## src/rtl/multicycle_ctrl.sv

```systemverilog
// Multi-cycle sequencer for the MIPS-subset CPU: IF/ID/EX/MEM/WB control strobes,
// MEM handshake timeout and sticky illegal-op / bus-error flags.
module multicycle_ctrl #(
  parameter int unsigned MEM_TIMEOUT = 16
) (
  input  logic        clock,
  input  logic        reset,
  input  logic [31:0] Instruction,
  input  logic        Zero,
  input  logic        mem_ready,
  output logic        IRWrite,
  output logic        PCWrite,
  output logic [1:0]  PCSrc,
  output logic        MemRead,
  output logic        MemWrite,
  output logic [1:0]  ALUOp,
  output logic        RegWrite,
  output logic        RegDst,
  output logic        MemorIOtoReg,
  output logic        Jal,
  output logic [2:0]  state_o,
  output logic        illegal_op,
  output logic        bus_err
);

  typedef enum logic [2:0] {
    S_IF  = 3'd0,
    S_ID  = 3'd1,
    S_EX  = 3'd2,
    S_MEM = 3'd3,
    S_WB  = 3'd4
  } state_t;

  typedef enum logic [3:0] {
    C_RTYPE, C_JR, C_LW, C_SW, C_BEQ, C_BNE, C_J, C_JAL, C_ITYPE, C_ILL
  } cls_t;

  localparam logic [7:0] TO_LAST = 8'(MEM_TIMEOUT - 1);

  state_t     state_q, state_d;
  cls_t       cls_q, cls_d, dec_cls;
  logic [7:0] cnt_q, cnt_d;
  logic       ill_q, ill_d;
  logic       berr_q, berr_d;
  logic       run_q;
  logic       unused_instr_bits;

  assign unused_instr_bits = ^Instruction[25:6];

  always_comb begin
    dec_cls = C_ILL;
    casez (Instruction[31:26])
      6'b000000: dec_cls = (Instruction[5:0] == 6'b001000) ? C_JR : C_RTYPE;
      6'b100011: dec_cls = C_LW;
      6'b101011: dec_cls = C_SW;
      6'b000100: dec_cls = C_BEQ;
      6'b000101: dec_cls = C_BNE;
      6'b000010: dec_cls = C_J;
      6'b000011: dec_cls = C_JAL;
      6'b001???: dec_cls = C_ITYPE;
      default:   dec_cls = C_ILL;
    endcase
  end

  // run_q holds strobes low for the first cycle out of reset so IF starts clean.
  always_ff @(posedge clock) begin
    if (!reset) begin
      state_q <= S_IF;
      cls_q   <= C_ILL;
      cnt_q   <= 8'd0;
      ill_q   <= 1'b0;
      berr_q  <= 1'b0;
      run_q   <= 1'b0;
    end else begin
      state_q <= state_d;
      cls_q   <= cls_d;
      cnt_q   <= cnt_d;
      ill_q   <= ill_d;
      berr_q  <= berr_d;
      run_q   <= 1'b1;
    end
  end

  always_comb begin
    state_d      = state_q;
    cls_d        = cls_q;
    cnt_d        = cnt_q;
    ill_d        = ill_q;
    berr_d       = berr_q;
    IRWrite      = 1'b0;
    PCWrite      = 1'b0;
    PCSrc        = 2'd0;
    MemRead      = 1'b0;
    MemWrite     = 1'b0;
    ALUOp        = 2'd0;
    RegWrite     = 1'b0;
    RegDst       = 1'b0;
    MemorIOtoReg = 1'b0;
    Jal          = 1'b0;
    if (!run_q) begin
      state_d = S_IF;
    end else begin
      unique case (state_q)
        S_IF: begin
          IRWrite = 1'b1;
          PCWrite = 1'b1;
          MemRead = 1'b1;
          state_d = S_ID;
        end
        S_ID: begin
          cls_d = dec_cls;
          if (dec_cls == C_ILL) begin
            ill_d   = 1'b1;
            state_d = S_IF;
          end else begin
            state_d = S_EX;
          end
        end
        S_EX: begin
          state_d = S_IF;
          unique case (cls_q)
            C_RTYPE: begin ALUOp = 2'd2; state_d = S_WB; end
            C_ITYPE: begin ALUOp = 2'd3; state_d = S_WB; end
            C_LW, C_SW: begin ALUOp = 2'd0; state_d = S_MEM; end
            C_BEQ: begin ALUOp = 2'd1; PCWrite = Zero;  PCSrc = 2'd1; end
            C_BNE: begin ALUOp = 2'd1; PCWrite = !Zero; PCSrc = 2'd1; end
            C_J:   begin PCWrite = 1'b1; PCSrc = 2'd2; end
            C_JR:  begin PCWrite = 1'b1; PCSrc = 2'd3; end
            C_JAL: begin PCWrite = 1'b1; PCSrc = 2'd2; RegWrite = 1'b1; Jal = 1'b1; end
            default: state_d = S_IF;
          endcase
        end
        S_MEM: begin
          MemRead  = (cls_q == C_LW);
          MemWrite = (cls_q == C_SW);
          // A ready arriving on the final timeout cycle still completes the access.
          if (mem_ready) begin
            cnt_d   = 8'd0;
            state_d = (cls_q == C_LW) ? S_WB : S_IF;
          end else if (cnt_q == TO_LAST) begin
            cnt_d   = 8'd0;
            berr_d  = 1'b1;
            state_d = S_IF;
          end else begin
            cnt_d = cnt_q + 8'd1;
          end
        end
        S_WB: begin
          RegWrite     = 1'b1;
          RegDst       = (cls_q == C_RTYPE);
          MemorIOtoReg = (cls_q == C_LW);
          state_d      = S_IF;
        end
        default: state_d = S_IF;
      endcase
    end
  end

  assign state_o    = state_q;
  assign illegal_op = ill_q;
  assign bus_err    = berr_q;

endmodule
```

## config.mk

```make
export PLATFORM = sky130hd
export DESIGN_NAME = multicycle_ctrl
export DESIGN_NICKNAME = d
export VERILOG_FILES = /design/src/rtl/multicycle_ctrl.sv
export SDC_FILE = /design/constraint.sdc
export NUM_CORES = 1
export LEC_CHECK = 0
export BUFFER_PORTS_ARGS = -buffer_cell sky130_fd_sc_hd__buf_2
export CAP_MARGIN = 5
export CORE_UTILIZATION = 50
export CTS_BUF_LIST = sky130_fd_sc_hd__clkbuf_16
export DETAILED_ROUTE_END_ITERATION = 16
export MAX_ROUTING_LAYER = met4
export PLACE_DENSITY = 0.85
export SYNTH_ARGS = -nofsm -noshare
export SYNTH_HDL_FRONTEND = slang
export SYNTH_SLANG_ARGS = --single-unit
```

## constraint.sdc

```tcl
create_clock -name clock -period 1.85 [get_ports clock]
set_input_delay 0.2775 -clock clock [delete_from_list [all_inputs] [get_ports clock]]
set_output_delay 0.2775 -clock clock [all_outputs]
set_load 0.005 [all_outputs]
```

* Yosys cells after proc, flatten, opt, wreduce, memory -nomap -nowiden *
Cells that the tools add are included.

operators by class
  equal/unequal tests = 23
  magnitude comparators = 0
  reductions and logical operators = 14
  div/mod/pow operators = 0
  multipliers = 0
  bitwise logic cells = 1
  shifts and indexed selects = 0
  add/subtract/negate cells = 1
  muxes and demuxes = 35

operators with widths
  operator                                                          number
  4-bit one-hot mux with 8 select lines                             1
  4-bit by 3-bit == test with 1-bit output (second input constant)  4
  1-bit two-way mux                                                 16
  8-bit two-way mux                                                 2
  6-bit by 2-bit == test with 1-bit output (second input constant)  2
  6-bit by 3-bit == test with 1-bit output (second input constant)  2
  6-bit == test (second input constant)                             2
  2-bit one-hot mux with 3 select lines                             2
  3-bit one-hot mux with 4 select lines                             1
  2-bit two-way mux                                                 5
  3-bit two-way mux                                                 3
  8-bit by 1-bit adder with 8-bit output (second input constant)    1
  4-bit by 2-bit == test with 1-bit output (second input constant)  2
  4-bit == test (second input constant)                             2
  8-bit by 4-bit == test with 1-bit output (second input constant)  1
  2-bit OR reduction                                                4
  3-bit by 1-bit == test with 1-bit output (second input constant)  2
  3-bit by 2-bit == test with 1-bit output (second input constant)  2
  6-bit by 4-bit == test with 1-bit output (second input constant)  1
  6-bit logical NOT                                                 1
  1-bit one-hot mux with 2 select lines                             3
  3-bit one-hot mux with 2 select lines                             1
  2-bit AND reduction                                               3
  4-bit by 1-bit == test with 1-bit output (second input constant)  1
  other kinds (10)                                                  10

word-level totals
  output and inout bits = 17
  memories = 0
  flip-flop bits (word level) = 18
  memory bits (read-only) = 0
  latch bits = 0
  RAM bits = 0

* Longest topological paths before layout *
  depth after elaboration = 6
  depth in mapped cells = 5
  depth with buffers taken out = 5

* Least setup slack after synthesis *
Ideal clock, no wire load.

  kind = register -> output
  start = reg state_q[0] (netlist: state_o[0])
  end = out PCSrc[0]
  stages on the path, launching flop included = 6
  setup slack = 0.376 ns
  data arrival time = 1.197 ns
  buffers on the path = 1
  path through = dfxtp_1 -> buf_2 -> nor2_1 -> nand3_1 -> or2_2 -> nor3_1

between the ends
  longest elaborated chain between the ends = 3

RTL lines
  item                                      line  text
  from (decl)                               40    state_t state_q, state_d;
  from (signal assigned)                    75    state_q <= state_d;
  3-bit by 2-bit == test with 1-bit output  103   unique case (state_q)
  2-bit two-way mux                         103
  2-bit two-way mux                         100   if (!run_q) begin
  to (decl)                                 13    output logic [1:0] PCSrc,

Every way passes these cells.

* Final worst setup path *
  start = reg state_q[0] (netlist: state_o[0])
  end = out PCWrite

between the ends
  longest elaborated chain between the ends = 3
  elaborated cells between the ends (all ways) = 4
  classes of those cells = 1 x eq/ne; 2 x mux; 1 x reduce/logical

RTL lines
  item                                                                                  line  text
  3-bit by 2-bit == test with 1-bit output / 3-bit logical NOT (equally long branches)  103
  1-bit one-hot mux with 2 select lines *                                               103
  1-bit two-way mux *                                                                   100
  to (decl)                                                                             12    output logic PCWrite,

Every way passes the cells marked *; elsewhere a longest branch is shown, timed or not.

==> results by group <==
Routing
  • Final ANT Viol Nets: 0
  • Starting DRT DRC Count: 33
  • Drt via density: 5.614
  • Via count: 1134
  • Post-route met1 wirelength: 1.090 mm
  • Detail Route met3 WL: 62 microns
  • WL per Instance: 12.51 microns
  • Pre-antenna DRT Iters: 4
  • WL met2: 1.351 mm
  • Residual DRC: 0
  • Final Routed Wirelength: 2.528 mm
  • Uppermost routed layer: met4

Synthesis
  • Synth Register Bits: 18
  • YS warnings: 0
  • Most used flip-flop cell after synthesis: dfxtp_1
  • Area contributors post-synth: dfxtp_1 31%, nor2_1 5.9%, xnor2_1 4.6%
  • Seq/Total Area, Yosys: 31.24%
  • Syn_area_per_cell: 8.299 sq um
  • Mapped cell area: 0.001154 sq mm
  • Top-area cell type share of the netlist area: 31.24%
  • Distinct cell type count of the synthesized netlist: 48
  • EDFF count, synth: 0
  • Mapped Cells: 139
  • Fraction of registers with async set/reset: 0%
  • Mapped Nets: 176
  • Synth area leader: dfxtp_1
  • Synth top cells by count: 18 x dfxtp_1, 18 x nor2_1, 10 x nand2_1

STA
  • Total negative setup slack: 0 ns
  • Tcrit/Tclk final: 96.59%
  • Max-Slew Margin vs Limit: 72.51%
  • Hold WS: 0.2942 ns
  • Clock period minus worst slack: 1.787 ns
  • Skew final: 0.002625 ns
  • Fmax: 559.6 MHz
  • Final Hold Viols: 0
  • Slew @ Worst Pin: 0.4120 ns
  • Final setup viols: 0
  • Slew Viols, Final: 0
  • RSZ-0062 raised after global routing: no

Power and ir drop
  • Leakage Power: 0.6195 nW
  • Total power divided by cell area: 649.6 mW/mm^2
  • Maximum VDD drop: 492.3 uV

Floorplan
  • Top-Level Pins: 53
  • Die Width: 50.04 microns
  • Initial Util: 52.66%
  • Die height: 50.04 microns
  • Core box area: 0.002191 sq mm
  • Die area: 0.002504 sq mm
  • FP Rows: 17

Global routing
  • Antenna violations before repair: 0
  • Vias in the first global route: 1071
  • Gr ovfl total: 0
  • Global-route wire length before repair: 4.319 mm
  • Pin count of the biggest net entering global routing: 16
  • All-Layer GR Usage: 23.04%

Final layout
  • Multi-input combinational cell area: 759.5 sq um
  • Area grow syn2layout: 24.84%
  • Nets: 212
  • Fill cell count: 179
  • Share of cells above drive strength 1: 29.31%
  • Antenna diodes: 0
  • Total area of sequential cells: 361.6 sq um

Place
  • Routability Congestion: 0.8259
  • PortBufs: 32
  • DP HPWL: 1.878 mm

CTS
  • Worst-Skew Late Latency: 0.25 ns
  • Post-CTS Hold Fix Bufs: 0
  • Worst-path clk slew: 0.05 ns
  • Num Clock Sinks: 18
  • Max Buffers Root-to-Sink: 2
  • CTS root buf: clkbuf_16
  • H-tree Lvls: 1
  • Post-CTS Setup Inserts: 0
  • CTS tree: done
  • Count of cells resized by post-cts repair: 1
  • TritonCTS buffer count: 3

Worst setup path
  • Crit-path slowest cell: dfxtp_1
  • Crit path max fanout: 6
  • CP required: 1.57 ns
  • Crit end category: output port
  • Worst Setup Path Type: flop to output port
  • Worst path top cell family by delay: simple AND/OR/NAND/NOR gates
  • CP arrival: 1.51 ns
  • CP Cell Sequence: nor2_1 -> nand3_1 -> or2_4 -> o21ai_0 -> buf_2
  • Worst Path Buf+Inv: 1
  • Critical Path Start Type: flop
  • Slowest stage delay, CP: 0.37 ns

Run status
  • Outcome: finished clean

Flow run
  • Max cap viols: 0

Hold path
  • Hold WC Path Type: input pin to flop
## power breakdown
part	total, mW	switching [mW]	internal (mW)
clock network	0.438	0.150	0.287
logic	0.0981	0.0501	0.0480
registers	0.399	0.00651	0.393
## cells in the final DEF, fill, tap and decap left out, drive strengths merged, types with 5 or more instances in the layout
cell / synthesis / layout
nor3: 6 / 6
nor2b: 6 / 6
buf: 2 / 36
o21ai: 7 / 7
nor3b: 6 / 6
nand3: 6 / 6
nor2: 18 / 18
xnor2: 6 / 6
nand2: 10 / 10
a21oi: 5 / 5
dfxtp: 18 / 18
## layer usage
layer,global-route usage [%],vias to the layer above
li1,-,577
met1,25.23,530
met2,40.67,25
met3,3.704,2
met4,9.524,0
met5,-,-
## cell families (layout without fill, tap and decap cells)
| group | Yosys count | count (layout) | share of synthesized area (%) |
|---|---|---|---|
| XOR/XNOR | 7 | 7 | 5.315 |
| flip-flops | 18 | 18 | 31.24 |
| buffers and inverters | 9 | 44 | 3.145 |
| multiplexers | 1 | 1 | 0.8677 |
| AO/OA/AOI/OAI | 26 | 26 | 15.30 |
| AND/OR/NAND/NOR | 77 | 77 | 43.06 |
| adder cells (fa/ha/maj) | 1 | 1 | 1.084 |
## worst paths after layout
check             slack, ns  depth (start not counted)  endpoint  startpoint
setup / recovery       0.06                          5   PCWrite  state_o[0]
hold / removal         0.29                          1     run_q       reset
setup reg to reg       0.38                          4  cnt_q[7]    cnt_q[4]
hold reg to reg        0.46                          1   bus_err     bus_err
## cell type report
type	count	share of cell area, %
sequential	18	25.11
multi-input combinational	112	52.74
clock inverter	1	0.2606
inverter	4	1.043
clock buffer	3	5.213
tap	28	2.433
timing repair buffer	36	13.21
## metrics by stage
stage          instances  instance area, sq um  power, mW  util (%)  worst slack [ns]
2_1_floorplan        139                  1154     0.4614         -            0.3758
3_3_place_gp         198                  1358     0.5017     61.96            0.3483
3_5_place_dp         198                  1358     0.5052     61.96            0.2515
4_1_cts              202                  1439     0.9457     65.68           0.04491
5_1_grt              202                  1440     0.9706     65.73          0.009546
6_report             202                  1440     0.9355     65.73           0.06303
## registers in the layout (all words and copies together) (netlist names)
signal      count
cnt_q           8
cls_q           4
state_o         3
bus_err         1
illegal_op      1
run_q           1
Power figures use the tool's default switching activity.
